**src/rtl/serial_adder_pkg.sv**
```systemverilog
// Shared definitions for the bit-serial adder: FSM state codes and a
// constant-width helper for sizing the bit counter.
package serial_adder_pkg;

    typedef logic [1:0] state_t;

    localparam state_t ST_IDLE = 2'd0;
    localparam state_t ST_RUN  = 2'd1;
    localparam state_t ST_DONE = 2'd2;

    // Bits needed to count 0..n-1; never less than one.
    function automatic int clog2(input int n);
        int r;
        r = 1;
        for (int i = 1; i < 32; i++) begin
            if ((1 << i) < n) r = i + 1;
        end
        return r;
    endfunction

endpackage

```
**src/rtl/serial_fa_cell.sv**
```systemverilog
// Single 1-bit full adder cell; the only arithmetic in the serial adder.
module serial_fa_cell (
    input  logic x,
    input  logic y,
    input  logic ci,
    output logic s,
    output logic co
);

    assign s  = x ^ y ^ ci;
    assign co = (x & y) | (x & ci) | (y & ci);

endmodule

```
**src/rtl/serial_adder_ctrl.sv**
```systemverilog
// Bit-serial adder sequencer: feeds one full-adder cell LSB first over WIDTH
// cycles. Define SERIAL_ADDER_OVF_EN to add the signed-overflow output ovf.
module serial_adder_ctrl
    import serial_adder_pkg::*;
#(
    parameter int WIDTH = 8
) (
    input  logic             clk,
    input  logic             rst,
    input  logic             start,
    input  logic [WIDTH-1:0] a,
    input  logic [WIDTH-1:0] b,
    input  logic             cin,
    output logic             busy,
    output logic             done,
    output logic [WIDTH-1:0] sum,
    output logic             cout
`ifdef SERIAL_ADDER_OVF_EN
    ,
    output logic             ovf
`endif
);

    localparam int          CW   = clog2(WIDTH);
    localparam logic [CW-1:0] LAST = CW'(WIDTH - 1);

    state_t           state, state_nxt;
    logic [WIDTH-1:0] sh_a, sh_b;
    logic             carry;
    logic [CW-1:0]    cnt;
    logic             fa_s, fa_c;
    logic             accept, last_bit;

    serial_fa_cell u_fa (
        .x  (sh_a[0]),
        .y  (sh_b[0]),
        .ci (carry),
        .s  (fa_s),
        .co (fa_c)
    );

    // start only counts outside RUN; a request mid-operation is dropped.
    assign accept   = start && (state == ST_IDLE || state == ST_DONE);
    assign last_bit = (state == ST_RUN) && (cnt == LAST);

    always_ff @(posedge clk) begin
        if (rst) state <= ST_IDLE;
        else     state <= state_nxt;
    end

    always_comb begin
        state_nxt = state;
        case (state)
            ST_IDLE: if (start) state_nxt = ST_RUN;
            ST_RUN:  if (cnt == LAST) state_nxt = ST_DONE;
            ST_DONE: state_nxt = start ? ST_RUN : ST_IDLE;
            default: state_nxt = ST_IDLE;
        endcase
    end

    always_comb begin
        busy = (state == ST_RUN);
        done = (state == ST_DONE);
    end

    always_ff @(posedge clk) begin
        if (rst) begin
            sh_a  <= '0;
            sh_b  <= '0;
            carry <= 1'b0;
            cnt   <= '0;
            sum   <= '0;
            cout  <= 1'b0;
`ifdef SERIAL_ADDER_OVF_EN
            ovf   <= 1'b0;
`endif
        end else if (accept) begin
            sh_a  <= a;
            sh_b  <= b;
            carry <= cin;
            cnt   <= '0;
        end else if (state == ST_RUN) begin
            // Result bits enter at the MSB so the LSB lands at bit 0 after WIDTH shifts.
            sum   <= {fa_s, sum[WIDTH-1:1]};
            sh_a  <= sh_a >> 1;
            sh_b  <= sh_b >> 1;
            carry <= fa_c;
            cnt   <= cnt + 1'b1;
            if (last_bit) begin
                cout <= fa_c;
`ifdef SERIAL_ADDER_OVF_EN
                // carry still holds the carry into the MSB on the final bit.
                ovf  <= carry ^ fa_c;
`endif
            end
        end
    end

endmodule

```
**config.mk**
```make
export PLATFORM = sky130hd
export DESIGN_NAME = serial_adder_ctrl
export DESIGN_NICKNAME = d
export VERILOG_FILES = /design/src/rtl/serial_adder_pkg.sv /design/src/rtl/serial_fa_cell.sv /design/src/rtl/serial_adder_ctrl.sv
export SDC_FILE = /design/constraint.sdc
export NUM_CORES = 1
export LEC_CHECK = 0
export BUFFER_PORTS_ARGS = -buffer_cell sky130_fd_sc_hd__buf_2
export CAP_MARGIN = 20
export CORE_ASPECT_RATIO = 0.8
export CORE_MARGIN = 4
export CORE_UTILIZATION = 40
export DETAILED_ROUTE_END_ITERATION = 10
export SLEW_MARGIN = 10
export SYNTH_ARGS = -nofsm -noshare
export SYNTH_HDL_FRONTEND = slang
export SYNTH_HIERARCHICAL = 1
export SYNTH_SLANG_ARGS = --single-unit
```
**constraint.sdc**
```tcl
create_clock -name clk -period 4.35 [get_ports clk]
set_clock_uncertainty 0.1 [all_clocks]
set_input_delay 0.87 -clock clk [delete_from_list [all_inputs] [get_ports clk]]
set_output_delay 0.87 -clock clk [all_outputs]
set_load 0.01 [all_outputs]
```
==> metrics.txt, run 1 <==
final hold vios=0; area grow syn2layout=14.9%; root buf cell=clkbuf_8; worst-path fanout max=29; total CTS buffers=9; Routed Wire Length=6.27 mm; TNS Setup=0 ps; Final WS setup=1260 ps; 1st-iter DRT viols=147; vias in the first global route=2101; Final period util=71.0%; Max Clk Rate=0.324 GHz; nets@finish=366; CP Data Required Time=3380 ps; Die Footprint=8180 um^2; Synth Area in Simple Gates=27.4%; Setup violations, final=0; # DRC=0; postcts setup bufs=0; Die Ht=81.7 um; Unique masters post-synth=38; run status=completed; RSZ-0062 raised after global routing=false; Initial Util=41.9%; Diodes inserted=0; largest net degree at the start of global routing=33; CTS tree=built; filler instances=645; CTS Buffer Depth=2; Worst Setup End Kind=output port; Hold Crit Class=reg2reg; Compound-Gate Fraction of Synth Area=19.1%; remaining antenna violation count=0; DR vias/cell=5.61; clk_lat worst skew=340 ps; layout cells sized above 1=16.3%; count of state elements after synthesis=60; synth warn=6; Final Critical Period=3090 ps; post-synthesis sequential area ratio=44.2%; die width=100 um; slew margin rel.=38.8%; critical path arrival=2120 ps; # port buffers=30; first-pass GRT wire length=10.4 mm; H-tree Lvls=3; met3 Use GR=4.67%; Gate Count Post-Synth=324; Final Max Tran Viols=0; core area=6470 um^2; dpl hpwl=4.10 mm; Resized cells post-CTS=0; multi-input logic area=1400 um^2; Mapped Area=2720 um^2; grt met2 use=21.8%; post-synthesis net count=346; mux share of post-synthesis cell area=0%; WL per Instance=14.5 um; Setup CP Type=reg2out; worst vdd ir=0.207 mV; Worst Tran Pin Value=917 ps; initial antenna violation count=0; CP max stage cell=inv_1; Final GP Congestion=0.796; Leak=1.06 nW; peak per-stage delay on the critical path=790 ps; CP cell instances=nand2b_1 > inv_1 > buf_2; Synth Area in Adders=1.20%; largest family of logic cells by synthesized area=simple AND/OR/NAND/NOR gates; Worst Setup Start Kind=flip-flop; Max-Cap Viols=0; detailed-route via count=2427; GR Overflow Total=0; Post-Synth XOR/XNOR Area=3.87%; # hold bufs at CTS=0; worst slack, placed=1610 ps; global route hottest layer=met1; Reg clk slew, reported paths=70 ps; Initial DRT Pass Iterations=4; met1 Usage GRT=23.8%; I/O pin total=31; Sink Count=60; Synth Area per Inst=8.38 um^2; pwr dens=378 nW/um^2; sequential cell area=1200 um^2; row count=26; GRT Util Overall=16.1%
-- metal layers --
| layer | vias up | part of all wire (%) |
|---|---|---|
| met2 | 41 | 40 |
| met5 | - | 0 |
| met3 | 13 | 4.2 |
| met4 | 0 | 1.6 |
| met1 | 1135 | 54 |
| li1 | 1238 | - |
-- cells by family (layout without fill, tap and decap cells) --
family,after synthesis,after routing
adder cells (fa/ha/maj),2,2
AND/OR/NAND/NOR,137,137
AO/OA/AOI/OAI,83,83
flip-flops,60,60
XOR/XNOR,12,12
buffers and inverters,30,55
-- worst max-delay path: cells and delay by family, from the launching register on --
kind,cells,cell delay [ps]
buffers and inverters,2,1060
flip-flops,1,410
AND/OR/NAND/NOR,1,310
-- Yosys cell counts --
master	count	area, um^2
o21ai_0	4	20.0
nor3_1	3	15.0
and3_1	5	31.3
a21oi_1	43	215
o31ai_1	11	82.6
xor2_1	6	52.6
or3_1	3	18.8
and3b_1	1	8.76
xnor2_1	6	52.6
inv_1	7	26.3
nand4bb_1	1	11.3
nor2b_1	2	12.5
fa_1	1	20.0
clkbuf_2	1	5.00
ha_1	1	12.5
or2_2	2	12.5
nand4_1	14	87.6
and4_1	5	43.8
nand3_1	11	55.1
nand2_1	44	165
o21ba_2	2	20.0
dfxtp_1	60	1200
a22oi_1	17	128
nor4b_1	2	17.5
buf_1	2	7.51
nand3b_1	1	7.51
nand4_2	1	12.5
nand4b_1	1	8.76
o41ai_1	2	17.5
and2_1	2	12.5
nand2b_1	1	6.26
nor2_1	15	56.3
a31o_2	2	17.5
or4_1	11	82.6
o31a_1	2	17.5
clkbuf_1	20	75.1
nor4_1	11	68.8
and4_2	1	10.0
-- per-stage QoR --
step	instances	cell area (um^2)	power (mW)	hold slack [ps]	utilization [%]
final	433	3120	1.18	355	48.2
after detailed placement	416	2890	0.649	350	44.6
after floorplan	324	2720	0.628	337	-
after global routing	433	3120	1.23	380	48.2
after global placement	416	2890	0.649	341	44.6
after CTS	432	3110	1.19	359	48.1
-- flip-flops by register name, summed over array words and instances (netlist names) --
register and count:
state 2, sh_a 8, cout 1, carry 1, sh_b 8, sum 8
cnt 32
-- final timing paths --
kind	start	to	slack, ps	cells past startpoint
worst max-delay path	state[0]$_SDFFE_PP0P_	busy	1260	3
worst min-delay path	sum[0]$_SDFFE_PP0P_	sum[0]$_SDFFE_PP0P_	350	2
worst max register to register	state[1]$_SDFFE_PP0P_	sh_a[1]$_SDFFE_PP0P_	1860	5
worst min register to register	sum[0]$_SDFFE_PP0P_	sum[0]$_SDFFE_PP0P_	350	2
-- power by group --
part / internal [mW] / switching (mW)
Combinational: 0.0229 / 0.0425
Clock: 0.326 / 0.215
Sequential: 0.563 / 0.00893
Total: 0.912 / 0.266
-- final cells by class --
class,count,area share [%]
Multi-Input combinational cell,234,45.0
Clock inverter,3,1.36
Timing Repair Buffer,32,5.21
Sequential cell,60,38.5
Inverter,7,0.842
Tap cell,84,3.37
Clock buffer,13,5.74
-- cells in the final DEF, fill, tap and decap left out, types with 2 or more instances in the layout --
cell type   n
o21ai_0     4
inv_1       7
nand4_1    14
o31a_1      2
nor4_1     11
and4_1      5
nor4b_1     2
xor2_1      6
o41ai_1     2
a31o_2      2
and3_1      5
nand2_1    44
or2_2       2
xnor2_1     6
a22oi_1    17
and2_1      2
or4_1      11
o21ba_2     2
nor2_1     14
o31ai_1    11
nor2b_1     2
a21oi_1    43
or3_1       3
dfxtp_1    60
buf_2      30
clkbuf_8   13
nand3_1    11
nor3_1      3
Power figures use the tool's default switching activity.
==> inputs of run 2 (changes only) <==
clock period = 3.2 ns   (was 4.35 ns; I/O delays follow)
==> run 2 against run 1 <==
Net effect: register-to-register slack worse by 920 ps; die area unchanged; critical endpoint is now cnt[30]$_SDFFE_PP0P_; hold slack worse by 1.0 ps; cell count is 0.92% higher; via count up 1.1%; non-clock buffer count up 4; worst setup slack got worse by 330 ps; largest power group unchanged; core utilization hardly changed; count of clock-buffer cells in the layout shrank 3; sequential power increased by 36%.
==> metrics.txt, run 2 (synthesized netlist as in run 1, its figures left out) <==
first-pass GRT wire length=10.5 mm (+1.7%); largest net degree at the start of global routing=33 (unchanged); fin cells=437 (+0.92%); Diodes inserted=0 (unchanged); CP Data Required Time=3360 ps (-20 ps); worst vdd ir=0.231 mV (+12%); sequential cell area=1200 um^2 (unchanged); CTS Buffer Depth=2 (unchanged); commonest non-fill, non-tap cells in the layout=dfxtp_1 (60), nand2_1 (44), a21oi_1 (43), buf_2 (30), a22oi_1 (17); Max Clk Rate=0.442 GHz; Largest register FFs=32 (unchanged); WL per Instance=14.6 um (+0.90%); total CTS buffers=9 (unchanged); Die Footprint=8180 um^2 (unchanged); pwr dens=491 nW/um^2 (+30%); post-route cell area=3120 um^2 (about the same); core area=6470 um^2 (unchanged); Sw Ratio=24.4% (+1.8 points); detailed-route via count=2453 (+1.1%); Util after Layout=48.2% (about the same); nets@finish=370 (+1.1%); dpl hpwl=4.30 mm (+4.7%); slew margin rel.=58.4% (+20 points); 1st-iter DRT viols=210 (+43%); die width=100 um (unchanged); Sink Count=60 (unchanged); Setup violations, final=0 (unchanged); Worst Setup End Kind=flip-flop; NetSw=0.374 mW (+41%); Final Max Tran Viols=0 (unchanged); Placement Cell Area=2930 um^2 (+1.3%); power share of the clock group=43.1% (-2.8 points); Worst Setup Start Kind=flip-flop; Leak=1.05 nW (-0.63%); initial antenna violation count=0 (unchanged); Final period util=70.8%; row count=26 (unchanged); clk_lat worst skew=340 ps (about the same); H-tree Lvls=3 (unchanged); Resized cells post-CTS=0 (unchanged); Placed Cells incl. Taps=421 (+1.2%); Setup CP Type=reg2reg; critical path arrival=2430 ps (+310 ps); Max-Cap Viols=0 (unchanged); worst-path fanout max=8 (-72%); I/O pin total=31 (unchanged); Gate power share=6.2% (+0.7 points); Final Critical Period=2260 ps; # port buffers=30 (unchanged); Top reg by flops=cnt; postcts setup bufs=0 (unchanged); CTS tree=built; RSZ-0062 raised after global routing=false; layout cells sized above 1=16.7% (+0.38 points); Final GP Congestion=0.805 (+1.2%); Worst Tran Pin Value=625 ps (-293 ps); DR vias/cell=5.61 (+0.15%); commonest non-fill, non-tap cell in the layout=dfxtp_1; vias in the first global route=2164 (+3.0%); filler instances=649 (+0.62%); run status=completed; multi-input logic area=1400 um^2 (-0.18%); final hold vios=0 (unchanged); GR Overflow Total=0 (unchanged); Int Pwr=1.16 mW (+27%); Reg clk slew, reported paths=70 ps (about the same); # DRC=0 (unchanged); Hold WS=354 ps (-1.05 ps); Routed Wire Length=6.38 mm (+1.8%); # hold bufs at CTS=0 (unchanged); slack of the worst reg-to-reg path=940 ps (-920 ps); area grow syn2layout=14.9% (about the same); Die Ht=81.7 um (unchanged); root buf cell=clkbuf_8; Initial DRT Pass Iterations=4 (unchanged); GRT Util Overall=16.3% (+0.18 points); TNS Setup=0 ps (unchanged); Reg power frac=50.7% (+2.2 points); Hold Crit Class=reg2reg; remaining antenna violation count=0 (unchanged); Initial Util=41.9% (unchanged)
==> run 2: cell type report <==
type / count / area share, %
clock buffers: 10 / 4.09
clock inverters: 6 / 2.09
inverters: 7 / 0.842
multi-input cells: 234 / 44.9
flip-flops and latches: 60 / 38.5
well taps: 84 / 3.37
repair buffers: 36 / 6.26
==> run 2: through the flow <==
step           setup WS [ps]  power [mW]
3_5_place_dp            1010       0.888
5_1_grt                  770        1.61
6_report                 935        1.53
3_3_place_gp            1000       0.887
4_1_cts                  957        1.55
2_1_floorplan           1160       0.853
==> run 2: worst max-delay path, stage by stage, from the launching register on <==
cell,delay [ps]
dfxtp_1,410
ha_1,220
nand2_1,100
or4_1,680
or4_1,520
a21oi_1,140
==> run 2: per-layer routing <==
| metal | share of wire (%) | global-route usage [%] | up-vias |
|---|---|---|---|
| li1 | - | - | 1243 |
| met4 | 1.1 | 4.44 | 0 |
| met1 | 52 | 23.2 | 1156 |
| met3 | 5.4 | 6.96 | 7 |
| met2 | 41 | 22.4 | 47 |
| met5 | 0 | 0 | - |
==> run 2: path summary, 6_finish.rpt <==
kind / from / to / depth (start not counted)
max reg2reg: cnt[0]$_SDFFE_PP0P_ / cnt[30]$_SDFFE_PP0P_ / 5
max: cnt[0]$_SDFFE_PP0P_ / cnt[30]$_SDFFE_PP0P_ / 5
min: sum[0]$_SDFFE_PP0P_ / sum[0]$_SDFFE_PP0P_ / 2
min reg2reg: sum[0]$_SDFFE_PP0P_ / sum[0]$_SDFFE_PP0P_ / 2
==> run 2: power groups by stage <==
stage | logic [mW] | registers (mW) | clock network (mW)
final | 0.0942 | 0.777 | 0.660
after global routing | 0.105 | 0.779 | 0.723
after CTS | 0.0946 | 0.777 | 0.681
after detailed placement | 0.0944 | 0.794 | 0
after global placement | 0.0939 | 0.793 | 0
after floorplan | 0.0622 | 0.791 | 0
==> inputs of run 3 (changes only) <==
ABC_AREA = 1   (was unset)
clock period = 1.85 ns   (was 3.2 ns; I/O delays follow)
==> run 3 against run 2 <==
Net effect: sequential share of layout area decreased by 3.5 points; synthesized area increased by 10%; core utilization up 0.44 points; count of clock-buffer cells in the layout rose by 1; flip-flop and latch count unchanged; global-route usage decreased by 0.18 points; combinational power grew to 2.5 times the previous value; total power rose by 80%; wire length up 5.8%; register-to-register slack got worse by 790 ps; critical path depth is the same; critical endpoint is now busy.
==> metrics.txt, run 3 <==
filler instances=730 (+12%); WHS Endpoint=sh_b[7]$_SDFFE_PP0P_; die width=105 um (+4.5%); ys flop type=dfxtp_1; Routed Wire Length=6.75 mm (+5.8%); Leak=1.33 nW (+26%); pwr dens=802 nW/um^2 (+63%); 1st-iter DRT viols=138 (-34%); initial antenna violation count=0 (unchanged); Max Clk Rate=0.585 GHz; worst-path fanout max=20 (+12); area share of the largest cell type after synthesis=40.2% (-4.0 points); Final Critical Period=1710 ps; Initial DRT Pass Iterations=5 (+1); # port buffers=30 (unchanged); slack of the worst reg-to-reg path=140 ps (-790 ps); area grow syn2layout=15.0%; # DRC=0 (unchanged); CTS tree=built; Sink Count=60 (unchanged); worst vdd ir=0.380 mV (+64%); Setup CP Type=reg2out; first-pass GRT wire length=11.7 mm (+11%); WL per Instance=12.0 um (-18%); Worst Hold Path Cells=3 (+1); root buf cell=clkbuf_8; hold_sp=b[7]; total CTS buffers=9 (unchanged); vias in the first global route=2504 (+16%); Final period util=92.4%; detailed-route via count=2764 (+13%); Max-Cap Viols=0 (unchanged); CP max stage cell=dfxtp_1; R2R cell count=8 (+3); clk_lat worst skew=340 ps (about the same); critical path arrival=1240 ps (-1190 ps); GRT Util Overall=16.1% (-0.18 points); RSZ-0062 raised after global routing=false; row count=27 (+3.8%); Final GP Congestion=0.835 (+3.7%); I/O pin total=31 (unchanged); Top reg by flops=cnt; largest net degree at the start of global routing=21 (-36%); Initial Util=42.3% (+0.34 points); CTS Buffer Depth=2 (unchanged); Reg clk slew, reported paths=60 ps (about the same); slew margin rel.=73.6% (+15 points); top post-synthesis cells by area=dfxtp_1 (40%), nand2_1 (14%), nor2_1 (8.4%), nand3_1 (6.7%), inv_1 (4.9%); Unique masters post-synth=35 (-7.9%); nets@finish=492 (+33%); dpl hpwl=4.90 mm (+14%); run status=completed; GR Overflow Total=0 (unchanged); Worst Setup End Kind=output port; # hold bufs at CTS=0 (unchanged); Largest register FFs=32 (unchanged); Total Power=2.76 mW (+80%); Post-synth top cells=nand2_1 (110), nor2_1 (67), dfxtp_1 (60), nand3_1 (40), inv_1 (39); count of state elements after synthesis=60 (unchanged); r2r startpoint=cnt[1]$_SDFFE_PP0P_; synth warn=6 (unchanged); CP cell instances=inv_1 > nand2_4 > inv_2 > buf_6 > buf_2; Synth Area per Inst=6.86 um^2 (-18%); Worst Tran Pin Value=396 ps (-229 ps); Final Max Tran Viols=0 (unchanged); Gate Count Post-Synth=435 (+34%); Die Ht=85.3 um (+4.4%); layout cells sized above 1=16.9% (+0.16 points); Hold Crit Class=in2reg; TNS Setup=0 ps (unchanged); commonest non-fill, non-tap cells in the layout=nand2_1 (110), nor2_1 (67), dfxtp_1 (59), nand3_1 (40), inv_1 (39); most common cell in the synthesized netlist=nand2_1; post-synthesis sequential area ratio=40.2% (-4.0 points); core area=7060 um^2 (+9.1%); peak per-stage delay on the critical path=300 ps (-380 ps); Synth area leader=dfxtp_1; Post-synth EDFFs=0 (unchanged); Worst Setup Start Kind=flip-flop; commonest non-fill, non-tap cell in the layout=nand2_1; DR vias/cell=4.93 (-12%); Setup violations, final=0 (unchanged); WP buf/inv=4 (+4); final hold vios=0 (unchanged); asr flop ratio synth=0% (unchanged); Die Footprint=8920 um^2 (+9.1%); CP Data Required Time=1380 ps (-1980 ps); Top delay family on crit path=buffers and inverters; post-synthesis net count=457 (+32%); reg2reg end=cnt[22]$_SDFFE_PP0P_; Mapped Area=2990 um^2 (+10%); H-tree Lvls=3 (unchanged); remaining antenna violation count=0 (unchanged); Diodes inserted=0 (unchanged)
run 3: cell type report:
type                    count  area (um^2)  area share (%)
inverters                  44          165            4.81
repair buffers             39          221            6.45
well taps                  87          109            3.17
clock inverters             4         50.0            1.46
multi-input cells         316         1550            45.0
flip-flops and latches     60         1200            35.0
clock buffers              11          141            4.12
run 3: through the flow:
| stage | cells | hold WS (ps) | worst slack, ps | util [%] | instance area, um^2 |
|---|---|---|---|---|---|
| floorplan | 435 | 339 | 348 | - | 2990 |
| global placement | 544 | 355 | 248 | 45.6 | 3220 |
| detailed placement | 544 | 360 | 172 | 45.6 | 3220 |
| CTS | 561 | 187 | 123 | 48.6 | 3430 |
| global route | 561 | 208 | 24.3 | 48.6 | 3430 |
| finish | 561 | 203 | 141 | 48.6 | 3430 |
run 3: worst register-to-register path, cell delays in order, from the launching register on:
cell and delay, ps:
dfxtp_1 380, ha_1 260, nand3_2 160, nor2_8 170, nand2_4 100, nor2_8 160
nand2_1 90, o21ai_1 150, nor2_1 50
run 3: how the worst max path moves through the flow:
stage	slack, ps	endpoint	from	depth (start not counted)
6_report	140	busy	state[1]$_SDFFE_PP0P_	5
5_1_grt	20	cnt[22]$_SDFFE_PP0P_	cnt[1]$_SDFFE_PP0P_	8
4_1_cts	120	busy	state[1]$_SDFFE_PP0P_	5
3_5_place_dp	170	cnt[22]$_SDFFE_PP0P_	cnt[1]$_SDFFE_PP0P_	8
3_3_place_gp	250	cnt[24]$_SDFFE_PP0P_	cnt[1]$_SDFFE_PP0P_	8
2_1_floorplan	350	cnt[22]$_SDFFE_PP0P_	cnt[1]$_SDFFE_PP0P_	8
run 3: timing repair:
item / 4_1_cts / 5_1_grt
gates resized for setup: 2 / 0
buffers inserted: 2 / 0
endpoints found under the setup margin: 1 / 0
run 3: logic make-up after synthesis:
| kind of cell | synth area share (%) |
|---|---|
| compound gates | 11.4 |
| simple gates | 39.0 |
| buf+inv | 8.00 |
| fa+ha+maj | 1.09 |
| flops | 40.2 |
| xor+xnor | 0.293 |
run 3: report_power, final:
group | leakage (nW) | switching [mW] | total [mW] | internal, mW
clock | 0.0914 | 0.504 | 1.15 | 0.649
combinational | 0.751 | 0.147 | 0.239 | 0.0922
sequential | 0.488 | 0.0277 | 1.36 | 1.34
run 3: routing by layer:
layer | part of all wire (%) | vias up | GRT usage (%)
met2 | 41 | 51 | 23.3
met1 | 52 | 1227 | 23.0
met4 | 1.7 | 0 | 5.96
met5 | 0 | - | 0
met3 | 5.0 | 12 | 4.33
li1 | - | 1474 | -
